--- config.mk ---
export PLATFORM = sky130hd
export DESIGN_NAME = execute_stage
export DESIGN_NICKNAME = d
export VERILOG_FILES = /design/src/rtl/execute_pkg.sv /design/src/rtl/execute_stage_muldiv_unit.sv /design/src/rtl/execute_stage.sv
export SDC_FILE = /design/constraint.sdc
export NUM_CORES = 1
export LEC_CHECK = 0
export ABC_CLOCK_PERIOD_IN_PS = 17600
export CORE_ASPECT_RATIO = 0.5
export CORE_MARGIN = 4
export CORE_UTILIZATION = 60
export CTS_BUF_LIST = sky130_fd_sc_hd__clkbuf_8
export CTS_CLUSTER_SIZE = 16
export DETAILED_ROUTE_END_ITERATION = 7
export PLACE_DENSITY = 0.85
export SLEW_MARGIN = 20
export SYNTH_ARGS = -nofsm -noshare
export SYNTH_HDL_FRONTEND = slang
export SYNTH_SLANG_ARGS = --single-unit
--- constraint.sdc ---
create_clock -name clk -period 17.6 [get_ports clk]
set_input_delay 1.76 -clock clk [delete_from_list [all_inputs] [get_ports clk]]
set_output_delay 1.76 -clock clk [all_outputs]
set_load 0.02 [all_outputs]
--- src/rtl/execute_pkg.sv ---
// Shared definitions for the MIPS execute stage: ALU opcodes, mult/div FSM states
// and the constant returned as the quotient of a divide by zero.
package execute_pkg;

  typedef enum logic [2:0] {
    ALU_AND = 3'b000,
    ALU_OR  = 3'b001,
    ALU_ADD = 3'b010,
    ALU_SUB = 3'b110,
    ALU_SLT = 3'b111
  } alu_op_e;

  typedef enum logic [1:0] {
    MD_IDLE  = 2'd0,
    MD_BUSY  = 2'd1,
    MD_FIXUP = 2'd2
  } md_state_e;

  localparam logic [31:0] DIV_ZERO_QUOT = 32'hFFFF_FFFF;

  // Magnitude of a two's-complement word; 0x80000000 maps to itself, read as unsigned.
  function automatic logic [31:0] abs32(input logic [31:0] v);
    return v[31] ? (~v + 32'd1) : v;
  endfunction

endpackage

--- src/rtl/execute_stage_muldiv_unit.sv ---
// Iterative signed multiply/divide unit owning HI/LO: one radix-2 step per cycle on
// unsigned magnitudes, with signs applied in a final FIXUP cycle.
module muldiv_unit
  import execute_pkg::*;
#(
  parameter int MD_ITER = 32
) (
  input  logic        clk,
  input  logic        rst,
  input  logic        start_i,
  input  logic        op_i,
  input  logic [31:0] a_i,
  input  logic [31:0] b_i,
  output logic        busy_o,
  output logic [31:0] hi_o,
  output logic [31:0] lo_o
);

  localparam int CW = $clog2(MD_ITER);

  md_state_e   state_q, state_d;
  logic [CW-1:0] cnt_q, cnt_d;
  logic [63:0] acc_q, acc_d;
  logic [31:0] opnd_q, opnd_d;
  logic        isDiv_q, isDiv_d;
  logic        signA_q, signA_d;
  logic        signB_q, signB_d;
  logic [31:0] hi_q, hi_d;
  logic [31:0] lo_q, lo_d;

  logic [32:0] addSum;
  logic [32:0] remShift;
  logic [32:0] remDiff;
  logic [63:0] prodSigned;
  logic [31:0] quotSigned;
  logic [31:0] remSigned;

  // acc holds {partial product, multiplier} for mult and {remainder, quotient} for div.
  always_comb begin
    addSum     = {1'b0, acc_q[63:32]} + (acc_q[0] ? {1'b0, opnd_q} : 33'd0);
    remShift   = acc_q[63:31];
    remDiff    = remShift - {1'b0, opnd_q};
    prodSigned = (signA_q ^ signB_q) ? (~acc_q + 64'd1) : acc_q;
    quotSigned = (signA_q ^ signB_q) ? (~acc_q[31:0] + 32'd1) : acc_q[31:0];
    remSigned  = signA_q ? (~acc_q[63:32] + 32'd1) : acc_q[63:32];
  end

  always_comb begin
    state_d = state_q;
    cnt_d   = cnt_q;
    acc_d   = acc_q;
    opnd_d  = opnd_q;
    isDiv_d = isDiv_q;
    signA_d = signA_q;
    signB_d = signB_q;
    hi_d    = hi_q;
    lo_d    = lo_q;
    case (state_q)
      MD_IDLE: begin
        if (start_i) begin
          state_d = MD_BUSY;
          cnt_d   = '0;
          isDiv_d = op_i;
          signA_d = a_i[31];
          signB_d = b_i[31];
          acc_d   = {32'd0, abs32(a_i)};
          opnd_d  = abs32(b_i);
        end
      end
      MD_BUSY: begin
        if (isDiv_q) begin
          acc_d = remDiff[32] ? {remShift[31:0], acc_q[30:0], 1'b0}
                              : {remDiff[31:0], acc_q[30:0], 1'b1};
        end else begin
          acc_d = {addSum, acc_q[31:1]};
        end
        cnt_d = cnt_q + 1'b1;
        if (cnt_q == CW'(MD_ITER - 1)) begin
          state_d = MD_FIXUP;
        end
      end
      MD_FIXUP: begin
        state_d = MD_IDLE;
        // With a zero divisor the remainder path already reproduces A in HI.
        if (isDiv_q) begin
          lo_d = (opnd_q == 32'd0) ? DIV_ZERO_QUOT : quotSigned;
          hi_d = remSigned;
        end else begin
          {hi_d, lo_d} = prodSigned;
        end
      end
      default: state_d = MD_IDLE;
    endcase
  end

  always_ff @(posedge clk or posedge rst) begin
    if (rst) begin
      state_q <= MD_IDLE;
      cnt_q   <= '0;
      acc_q   <= '0;
      opnd_q  <= '0;
      isDiv_q <= 1'b0;
      signA_q <= 1'b0;
      signB_q <= 1'b0;
      hi_q    <= '0;
      lo_q    <= '0;
    end else begin
      state_q <= state_d;
      cnt_q   <= cnt_d;
      acc_q   <= acc_d;
      opnd_q  <= opnd_d;
      isDiv_q <= isDiv_d;
      signA_q <= signA_d;
      signB_q <= signB_d;
      hi_q    <= hi_d;
      lo_q    <= lo_d;
    end
  end

  assign busy_o = (state_q != MD_IDLE);
  assign hi_o   = hi_q;
  assign lo_o   = lo_q;

endmodule

--- src/rtl/execute_stage.sv ---
// EX stage of the 5-stage MIPS pipeline: ALU, beq/j redirect, HI/LO access through
// the mult/div unit, and the EX/MEM pipeline register.
module execute_stage
  import execute_pkg::*;
#(
  parameter int DW      = 32,
  parameter int MD_ITER = 32
) (
  input  logic          clk,
  input  logic          rst,
  input  logic [DW-1:0] DX_PC,
  input  logic [DW-1:0] JAddr,
  input  logic          Jump,
  input  logic          Branch,
  input  logic          DX_MemWrite,
  input  logic          DX_MemToReg,
  input  logic          DX_RegWrite,
  input  logic          lhWrite,
  input  logic          lhRead,
  input  logic          mflo,
  input  logic          ALUSrc,
  input  logic [2:0]    ALUCtr,
  input  logic [4:0]    RD,
  input  logic [DW-1:0] A,
  input  logic [DW-1:0] B,
  input  logic [DW-1:0] Imm,
  output logic          pc_redirect,
  output logic [DW-1:0] pc_target,
  output logic          md_stall,
  output logic [DW-1:0] XM_ALUout,
  output logic [DW-1:0] XM_B,
  output logic [4:0]    XM_RD,
  output logic          XM_MemWrite,
  output logic          XM_MemToReg,
  output logic          XM_RegWrite
);

  logic [DW-1:0] op2;
  logic [DW-1:0] aluResult;
  logic [DW-1:0] mdHi;
  logic [DW-1:0] mdLo;
  logic          mdBusy;
  logic          mdStart;
  logic          isCtrlFlow;

  logic [DW-1:0] xmAluOut_q, xmAluOut_d;
  logic [DW-1:0] xmB_q, xmB_d;
  logic [4:0]    xmRd_q, xmRd_d;
  logic          xmMemWrite_q, xmMemWrite_d;
  logic          xmMemToReg_q, xmMemToReg_d;
  logic          xmRegWrite_q, xmRegWrite_d;

  always_comb begin
    op2 = ALUSrc ? Imm : B;
    case (ALUCtr)
      ALU_ADD: aluResult = A + op2;
      ALU_SUB: aluResult = A - op2;
      ALU_AND: aluResult = A & op2;
      ALU_OR:  aluResult = A | op2;
      ALU_SLT: aluResult = ($signed(A) < $signed(op2)) ? DW'(1) : '0;
      default: aluResult = '0;
    endcase
  end

  // Only MD instructions ever wait on the unit; everything else flows through BUSY.
  assign md_stall    = (lhWrite | lhRead) & mdBusy;
  assign mdStart     = lhWrite & ~mdBusy;
  assign isCtrlFlow  = Jump | Branch;
  assign pc_redirect = (Jump | (Branch & (A == B))) & ~md_stall;
  assign pc_target   = Jump ? JAddr : DX_PC + {Imm[DW-3:0], 2'b00};

  muldiv_unit #(
    .MD_ITER(MD_ITER)
  ) u_muldiv (
    .clk    (clk),
    .rst    (rst),
    .start_i(mdStart),
    .op_i   (mflo),
    .a_i    (A),
    .b_i    (B),
    .busy_o (mdBusy),
    .hi_o   (mdHi),
    .lo_o   (mdLo)
  );

  // A stalled instruction leaves a bubble behind; its data fields are don't-care.
  always_comb begin
    xmAluOut_d   = lhRead ? (mflo ? mdLo : mdHi) : aluResult;
    xmB_d        = B;
    xmRd_d       = RD;
    xmRegWrite_d = DX_RegWrite & ~lhWrite & ~isCtrlFlow & ~md_stall;
    xmMemWrite_d = DX_MemWrite & ~isCtrlFlow & ~md_stall;
    xmMemToReg_d = DX_MemToReg & ~md_stall;
  end

  always_ff @(posedge clk or posedge rst) begin
    if (rst) begin
      xmAluOut_q   <= '0;
      xmB_q        <= '0;
      xmRd_q       <= '0;
      xmMemWrite_q <= 1'b0;
      xmMemToReg_q <= 1'b0;
      xmRegWrite_q <= 1'b0;
    end else begin
      xmAluOut_q   <= xmAluOut_d;
      xmB_q        <= xmB_d;
      xmRd_q       <= xmRd_d;
      xmMemWrite_q <= xmMemWrite_d;
      xmMemToReg_q <= xmMemToReg_d;
      xmRegWrite_q <= xmRegWrite_d;
    end
  end

  assign XM_ALUout   = xmAluOut_q;
  assign XM_B        = xmB_q;
  assign XM_RD       = xmRd_q;
  assign XM_MemWrite = xmMemWrite_q;
  assign XM_MemToReg = xmMemToReg_q;
  assign XM_RegWrite = xmRegWrite_q;

endmodule

-- After elaboration in Yosys (flattened, before gate mapping)
Index checks and enable logic that the tools add are counted.
- register bits after elaboration: 242
- bits in latches: 0
- memory bits (writable): 0
- ROM bits: 0
- input bits: 179
- output and inout bits: 106
- logic and storage cells: 94
- memories kept: 0
- $add $sub $neg: 11
- multipliers: 0
- divide/modulo/power cells: 0
- magnitude comparators: 1
- equality and inequality tests: 10
- shift operators: 0
- muxes and demuxes: 24
- bitwise gates (word level): 25
- reductions and logical operators: 8
- operators with widths (kind ; number):
    $mux 32 ; 12
    $mux 64 ; 4
    $pmux 32 s5 ; 1
    $add 32x1->32 const B ; 4
    $not 32->32 ; 4
    $pmux 64 s2 ; 1
    $add 32x32->32 ; 2
    $add 64x1->64 const B ; 1
    $not 64->64 ; 1
    $add 32x33->33 ; 1
    $sub 33x32->33 ; 1
    $and 32x32->32 ; 1
    $eq 32x32->1 ; 1
    $logic_not 32->1 ; 1
    $lt 32x32->1 ; 1
    $or 32x32->32 ; 1
    $sub 32x32->32 ; 1
    $and 1x1->1 ; 10
    $pmux 5 s2 ; 1
    $eq 3x3->1 const B ; 2
    $reduce_and 2->1 ; 3
    $add 5x1->5 const B ; 1
    $eq 5x5->1 const B ; 1
    $mux 5 ; 1
    other kinds (15) ; 22

-- Logic depth before layout (Yosys ltp)
Gate-level depths: netlist of the first run.
- depth after elaboration: 5
- mapped depth: 17
- gate-level depth less buffers: 15

-- By module
A second synthesis of the first run with hierarchy kept.
- cell total of the unflattened synthesis: 2987
- area total of the unflattened synthesis: 24086.9 um^2
- by module, submodules not included (module ; times used ; cells an instance ; area each (um^2)):
    muldiv_unit ; 1 ; 1701 ; 13888.3
    execute_stage ; 1 ; 1286 ; 10198.5

-- Worst setup path after synthesis of the first run
No wires, ideal clock.
- path kind: in2out
- start: in DX_PC[2]
- end: out pc_target[28]
- arrival time: 4586 ps
- required time: 15840 ps
- slack: 11254 ps
- stages on the path: 13
- path buffers: 0
- cell sequence: ha_1 > inv_1 > fa_1 > nor2b_1 > o31a_1 > o21ai_0 > o21ai_0 > a21oi_1 > o311ai_0 > a41oi_1 > o21ai_0 > xnor2_1 > o21ai_0
- word-level cells in the longest chain between the ends: 2
- ends and longest elaborated chain (what ; line ; RTL):
    start: declaration ; execute_stage.sv:11 ; input logic [DW-1:0] DX_PC,
    $add 32x32->32 ; execute_stage.sv:70 ; assign pc_target = Jump ? JAddr : DX_PC + {Imm[DW-3:0], 2'b00};
    $mux 32 ; execute_stage.sv:70 ;
    end: declaration ; execute_stage.sv:28 ; output logic [DW-1:0] pc_target,
Every way passes these cells.

-- Worst setup path after layout of the first run
Same ends and word-level chain as after synthesis.

==> results of run 1 <==
[power by group]
group | switching [mW] | internal [mW]
Clock | 0.266 | 0.289
Combinational | 1.57 | 1.04
Sequential | 0.283 | 0.718
[worst max-delay path by stage]
stage                   from            end  slack (ps)  depth (start not counted)
floorplan                rst   XM_ALUout[0]        9200                          1
global placement    DX_PC[2]  pc_target[28]        9760                         15
detailed placement  DX_PC[2]  pc_target[28]        9630                         15
CTS                 DX_PC[2]  pc_target[28]        9620                         15
global route        DX_PC[2]  pc_target[28]        9300                         15
finish              DX_PC[2]  pc_target[28]        9390                         15
[cells in the final DEF, fill, tap and decap left out, types with 23 or more instances in the layout]
cell and count:
a211oi_1 38, a21o_1 44, a21oi_1 242, buf_4 23, clkbuf_8 44, clkdlybuf4s50_1 280
dfrtp_1 241, ha_1 219, inv_1 185, mux2_2 36, mux2i_1 85, nand2_1 278
nand2b_1 31, nand3_1 60, nor2_1 236, nor2b_1 24, nor3_1 46, nor4_1 32
o211ai_1 59, o21ai_0 280, o21bai_1 28, o31ai_1 40, xnor2_1 182, xor2_1 73
[sequential cells by signal, indices dropped and copies added (netlist names)]
signal            flops
XM_RD                 5
XM_ALUout            32
XM_RegWrite           1
u_muldiv.state_q      2
XM_MemWrite           1
u_muldiv.signA_q      1
u_muldiv.hi_o        32
XM_B                 32
u_muldiv.cnt_q        5
u_muldiv.isDiv_q      1
u_muldiv.signB_q      1
XM_MemToReg           1
u_muldiv.opnd_q      32
u_muldiv.acc_q       64
u_muldiv.lo_o        32
[cell families after synthesis]
group,count (synthesis)
mux,121
compound gates,929
flops,242
xor+xnor,256
simple gates,841
fa+ha+maj,224
buf+inv,338
[routing by layer]
metal	GRT usage, %	part of all wire (%)	vias up
met5	0	0.045	-
met1	61.2	42	11600
met2	61.1	41	1674
met4	15.2	4.0	6
li1	-	-	10900
met3	10.9	13	279
[area by class of cell]
class                   count  area [sq um]  share of cell area, %
multi-input cells        2371         16200                   59.1
repair buffers            307          3000                   10.9
well taps                 520           651                   2.37
clock buffers              44           606                   2.21
inverters                 178           676                   2.47
diodes                      3          7.51                 0.0274
flip-flops and latches    242          6060                   22.1
clock inverters            19           200                  0.731
[Yosys cell counts, types with 40 or more instances]
master and n:
mux2i_1 85, o31ai_1 40, clkbuf_1 136, o21ai_0 280
dfrtp_1 242, a21oi_1 243, nand3_1 60, xor2_1 73
nand2_1 279, nor3_1 46, a21o_1 44, nor2_1 237
inv_1 177, ha_1 219, o211ai_1 59, xnor2_1 183
[through the flow]
stage	std cells	total power, mW	hold WS [ps]
2_1_floorplan	2951	2.77	445
3_3_place_gp	3618	3.42	465
3_5_place_dp	3618	3.49	471
4_1_cts	3681	4.07	495
5_1_grt	3684	4.41	519
6_report	3684	4.17	492
[worst max-delay path: stages]
cell             delay [ps]
clkdlybuf4s50_1         530
ha_1                    220
inv_1                    60
fa_1                    400
nor2b_1                 180
o31a_1                  200
o21ai_0                 210
o21ai_0                 340
a21oi_1                 210
o311ai_0                710
a41oi_1                 340
o21ai_0                 310
xnor2_1                 140
o21ai_0                 180
clkdlybuf4s50_1         660
==> reports/qor.yml, run 1 <==
setup_viol_count_final: 0
crit_arrival_ps: 6450
cts_setup_buffers: 0
cts_tree: "built"
status: "complete, no violations"
cap_viol_max_count: 0
static-leakage-power_nw: 11.8
pre_cts_ws_ps: 9630
syn_area_per_cell_sq_um: 7.97
path_clk_slew_ps: 60
synth-compound-area-share_pct: 24.9
gp_congestion: 1.06
wl_per_cell_um: 25.5
fillers: 3000
ys_ff_latch: 242
grt_pass1_vias: 22700
coreArea_sq_mm: 0.0380
synth_warnings: 0
drive_gt1_share_pct: 5.47
endpoint_kind: "primary output"
rr_endpoint: "u_muldiv.acc_q[59]"
startpoint_type: "primary input"
fin_area_sq_mm: 0.0274
holdPathEnd: "u_muldiv.opnd_q[10]"
grt_pass1_wl_um: 139000
hold_viol_final: 0
dieWidth_um: 288
finalCritPeriodShare_pct: 46.6
final_core_util_pct: 72.0
cts-htree-levels: 2
hold_class: "register to register"
critPathMaxFanout: 4
synth_top_area_cell: "dfrtp_1"
peakVddDrop_mv: 0.117
slew-limit-headroom_pct: 19.5
cts.repair.resized: 0
drv_slew: 0
viasPerCell: 6.64
nets: 3542
synth-xor-area-share_pct: 9.53
cts.hold.buffers_added: 0
fmax_ghz: 0.122
ys_seq_area_share_pct: 25.8
min-delay-start: "u_muldiv.opnd_q[10]"
syn_inst: 2951
drc: 0
syn_area_sq_mm: 0.0235
dpl.hpwl_um: 72200
p_per_area_mw_per_mm2: 152
synth.area.mux_share_pct: 5.34
cts.sinks: 242
yosys_most_used_dff: "dfrtp_1"
placementRows: 50
reg2regPathDepth: 13
yosysUniqueCellTypes: 90
clockBufferDepth: 3
synth_simple_gate_area_share_pct: 16.9
tightestPinTransition_ps: 1200
ys_top_cells_by_area: "dfrtp_1, ha_1, xnor2_1"
layout_min_cycle_time_ps: 8210
synth_edf_count: 0
r2r_slack_ps: 12850
fp.dieArea_sq_mm: 0.0426
drtPass1Iterations: 6
grt_max_degree: 113
die_y_um: 148
start_util_pct: 61.8
synth_top_family_by_area: "compound AO/OA/AOI/OAI gates"
routed_wl_um: 93800
grt-ovfl-total: 0
antenna_found_initial: 8
grt_use_total_pct: 42.4
placement.io_buffers: 284
hold_depth: 2
critical_path_class: "primary input to primary output"
synth_top_area_share_pct: 25.8
r2r-start: "u_muldiv.acc_q[0]"
antenna_left: 0
fin_ws_ps: 9390
postPlaceCellArea_sq_mm: 0.0266
tns_ps: 0
grt_setup_unrepaired: "false"
cts-root-buf: "clkbuf_8"
worstPathRequired_ps: 15840
vias: 24400
clk_latency_ps: 600
cts_buffers: 39
async_reset_ff_share_pct: 100
yosys.area_share.adder_pct: 12.1
syn_nets: 3354
io_pins: 285
drt-initial-drc-count: 3209
fin_skew_ps: 26.6
area_growth_pct: 16.5
Power figures use the tool's default switching activity.
==> run 2: changes to the inputs <==
ABC_CLOCK_PERIOD_IN_PS = 8200   (was 17600)
CORE_UTILIZATION = 59   (was 60)
PLACE_DENSITY = 0.84   (was 0.85)
clock period = 8.2 ns   (was 17.6 ns; I/O delays follow)
==> run 2 against run 1 <==
  * Sequential cell count stayed put
  * Combinational power is 110% higher
  * Final cell count is 0.52% higher
  * Power is 110% higher
  * Global-route usage is 0.88 points lower
  * Non-clock buffer count is 1 higher
  * Register-to-register slack worse by 9600 ps
  * Sequential share of layout area is 0.095 points lower
  * Core utilization is 1.7 points lower
  * Largest cell class unchanged
  * Largest power group unchanged
==> reports/qor.yml, run 2 (synthesis gave the netlist of run 1 again) <==
largest-register: "u_muldiv.acc_q"
switching_power_mw: 4.55  # +110%
hold_class: "register to register"
use_met2_pct: 60.4  # -0.72 points
power_frac_seq_pct: 23.9  # about the same
fmax_ghz: 0.154
antenna_left: 0  # unchanged
fin_skew_ps: 38.0  # +11.4 ps
cts-htree-levels: 2  # unchanged
critPathMaxFanout: 4  # unchanged
start_util_pct: 60.1  # -1.7 points
area_growth_pct: 17.0
grt_pass1_wl_um: 139000  # about the same
cts_buffers: 39  # unchanged
cts_setup_buffers: 0  # unchanged
endpoint_kind: "primary output"
drive_gt1_share_pct: 5.93  # +0.46 points
tns_ps: 0  # unchanged
cts.sinks: 242  # unchanged
grt_setup_unrepaired: "false"
setup_viol_count_final: 0  # unchanged
use_met3_pct: 12.7  # +1.7 points
path_clk_slew_ps: 70  # about the same
grt-ovfl-total: 0  # unchanged
multi_input_area_sq_mm: 0.0162  # about the same
clock_power_share_pct: 13.7  # +0.4 points
top_usage_layer: "met2"
finalCritPeriodShare_pct: 79.1
dieWidth_um: 290  # +0.82%
cts.repair.resized: 0  # unchanged
swShare_pct: 50.8  # about the same
hold_viol_final: 0  # unchanged
worstPathRequired_ps: 7380  # -8460 ps
static-leakage-power_nw: 11.8  # +0.23%
layout_commonest_cell: "clkdlybuf4s50_1"
nets: 3543  # +0.028%
fillers: 3201  # +6.7%
wl_per_cell_um: 25.2  # -0.98%
placement.io_buffers: 284  # unchanged
drtPass1Iterations: 6  # unchanged
fp.dieArea_sq_mm: 0.0433  # +1.6%
instances_no_fill: 3703  # +0.52%
grt_use_total_pct: 41.5  # -0.88 points
tightestPinTransition_ps: 1130  # -71.4 ps
slew-limit-headroom_pct: 24.1  # +4.6 points
routed_wl_um: 93400  # -0.47%
grt_pass1_vias: 22500  # -0.86%
placementRows: 51  # +2.0%
internal_power_mw: 4.41  # +110%
antenna_found_initial: 6  # -2
layout_min_cycle_time_ps: 6490
critical_path_class: "primary input to primary output"
drc: 0  # unchanged
vias: 24200  # -1.2%
clk_latency_ps: 610  # about the same
pwr-share-comb_pct: 62.4  # -0.3 points
seqCellArea_sq_mm: 0.00606  # unchanged
largest_reg_flops: 64  # unchanged
cts_tree: "built"
fin_ws_ps: 1710  # -7680 ps
drt-initial-drc-count: 2978  # -7.2%
dp_cells: 3629  # +0.30%
coreArea_sq_mm: 0.0391  # +2.8%
startpoint_type: "primary input"
crit_arrival_ps: 5670  # -780 ps
cts-root-buf: "clkbuf_8"
clockBufferDepth: 3  # unchanged
layout_common_cells: "clkdlybuf4s50_1, o21ai_0, nand2_1"
use_met1_pct: 58.9  # -2.3 points
p_per_area_mw_per_mm2: 326  # +110%
dpl.hpwl_um: 71900  # -0.33%
cap_viol_max_count: 0  # unchanged
die_y_um: 149  # +0.80%
status: "complete, no violations"
drv_slew: 0  # unchanged
cts.hold.buffers_added: 0  # unchanged
r2r_slack_ps: 3220  # -9630 ps
peakVddDrop_mv: 0.248  # +110%
gp_congestion: 1.05  # -1.2%
viasPerCell: 6.52  # -1.7%
grt_max_degree: 171  # +51%
io_pins: 285  # unchanged
pre_cts_ws_ps: 1940  # -7690 ps
==> run 2: changes by cell type in the layout (fill, tap and decap cells not counted), moves of 2 or more <==
cell        before  now
clkbuf_8        44   53
inv_1          185  180
clkinvlp_4       2    6
bufinv_16        4    1
clkinv_2         1    4
inv_6            3    0
inv_8            1    3
==> run 2: worst paths after layout <==
path                                       end                 from  cells after the start
setup / recovery                 pc_target[28]               Imm[0]                     15
hold / removal             u_muldiv.opnd_q[12]  u_muldiv.opnd_q[12]                      2
setup reg to reg            u_muldiv.acc_q[62]    u_muldiv.acc_q[0]                     13
hold reg to reg            u_muldiv.opnd_q[12]  u_muldiv.opnd_q[12]                      2
max in group asynchronous              XM_B[9]                  rst                      3
min in group asynchronous   u_muldiv.acc_q[45]                  rst                      2
==> run 2: cell type report <==
| class | count | share of cell area [%] |
|---|---|---|
| Multi-Input combinational cell | 2371 | 58.9 |
| Antenna cell | 2 | 0.0182 |
| Inverter | 178 | 2.46 |
| Sequential cell | 242 | 22.0 |
| Clock buffer | 53 | 2.65 |
| Clock inverter | 19 | 0.573 |
| Timing Repair Buffer | 308 | 11.0 |
| Tap cell | 530 | 2.41 |
==> run 2: worst max-delay path, cell delays in order <==
cell and delay, ps:
clkdlybuf4s50_1 600, ha_1 240, inv_1 60, fa_1 420, nor2b_1 170, o31a_1 200
o21ai_0 190, o21ai_0 350, a21oi_1 210, o311ai_0 770, a41oi_1 420, o21ai_0 320
xnor2_1 100, o21ai_0 160, clkdlybuf4s50_1 640
==> run 2: power groups by stage <==
stage	Combinational, mW	Clock [mW]	Sequential [mW]
2_1_floorplan	4.08	0	1.86
3_3_place_gp	5.25	0	2.11
3_5_place_dp	5.38	0	2.12
4_1_cts	5.44	1.22	2.11
5_1_grt	6.06	1.29	2.18
6_report	5.59	1.23	2.14
==> run 2: metrics by stage <==
step | area [sq um] | utilization [%] | power [mW] | hold WS, ps
after detailed placement | 26600 | 68.0 | 7.50 | 472
after global placement | 26600 | 68.0 | 7.36 | 466
after global routing | 27500 | 70.3 | 9.52 | 518
after floorplan | 23500 | - | 5.95 | 445
final | 27500 | 70.3 | 8.96 | 492
after CTS | 27500 | 70.3 | 8.77 | 489
==> run 2: routing by layer <==
layer  vias up  part of all wire [%]
met3       230                    13
met5         -                 0.036
met1     11500                    42
met4         6                   3.7
met2      1479                    41
li1      10900                     -
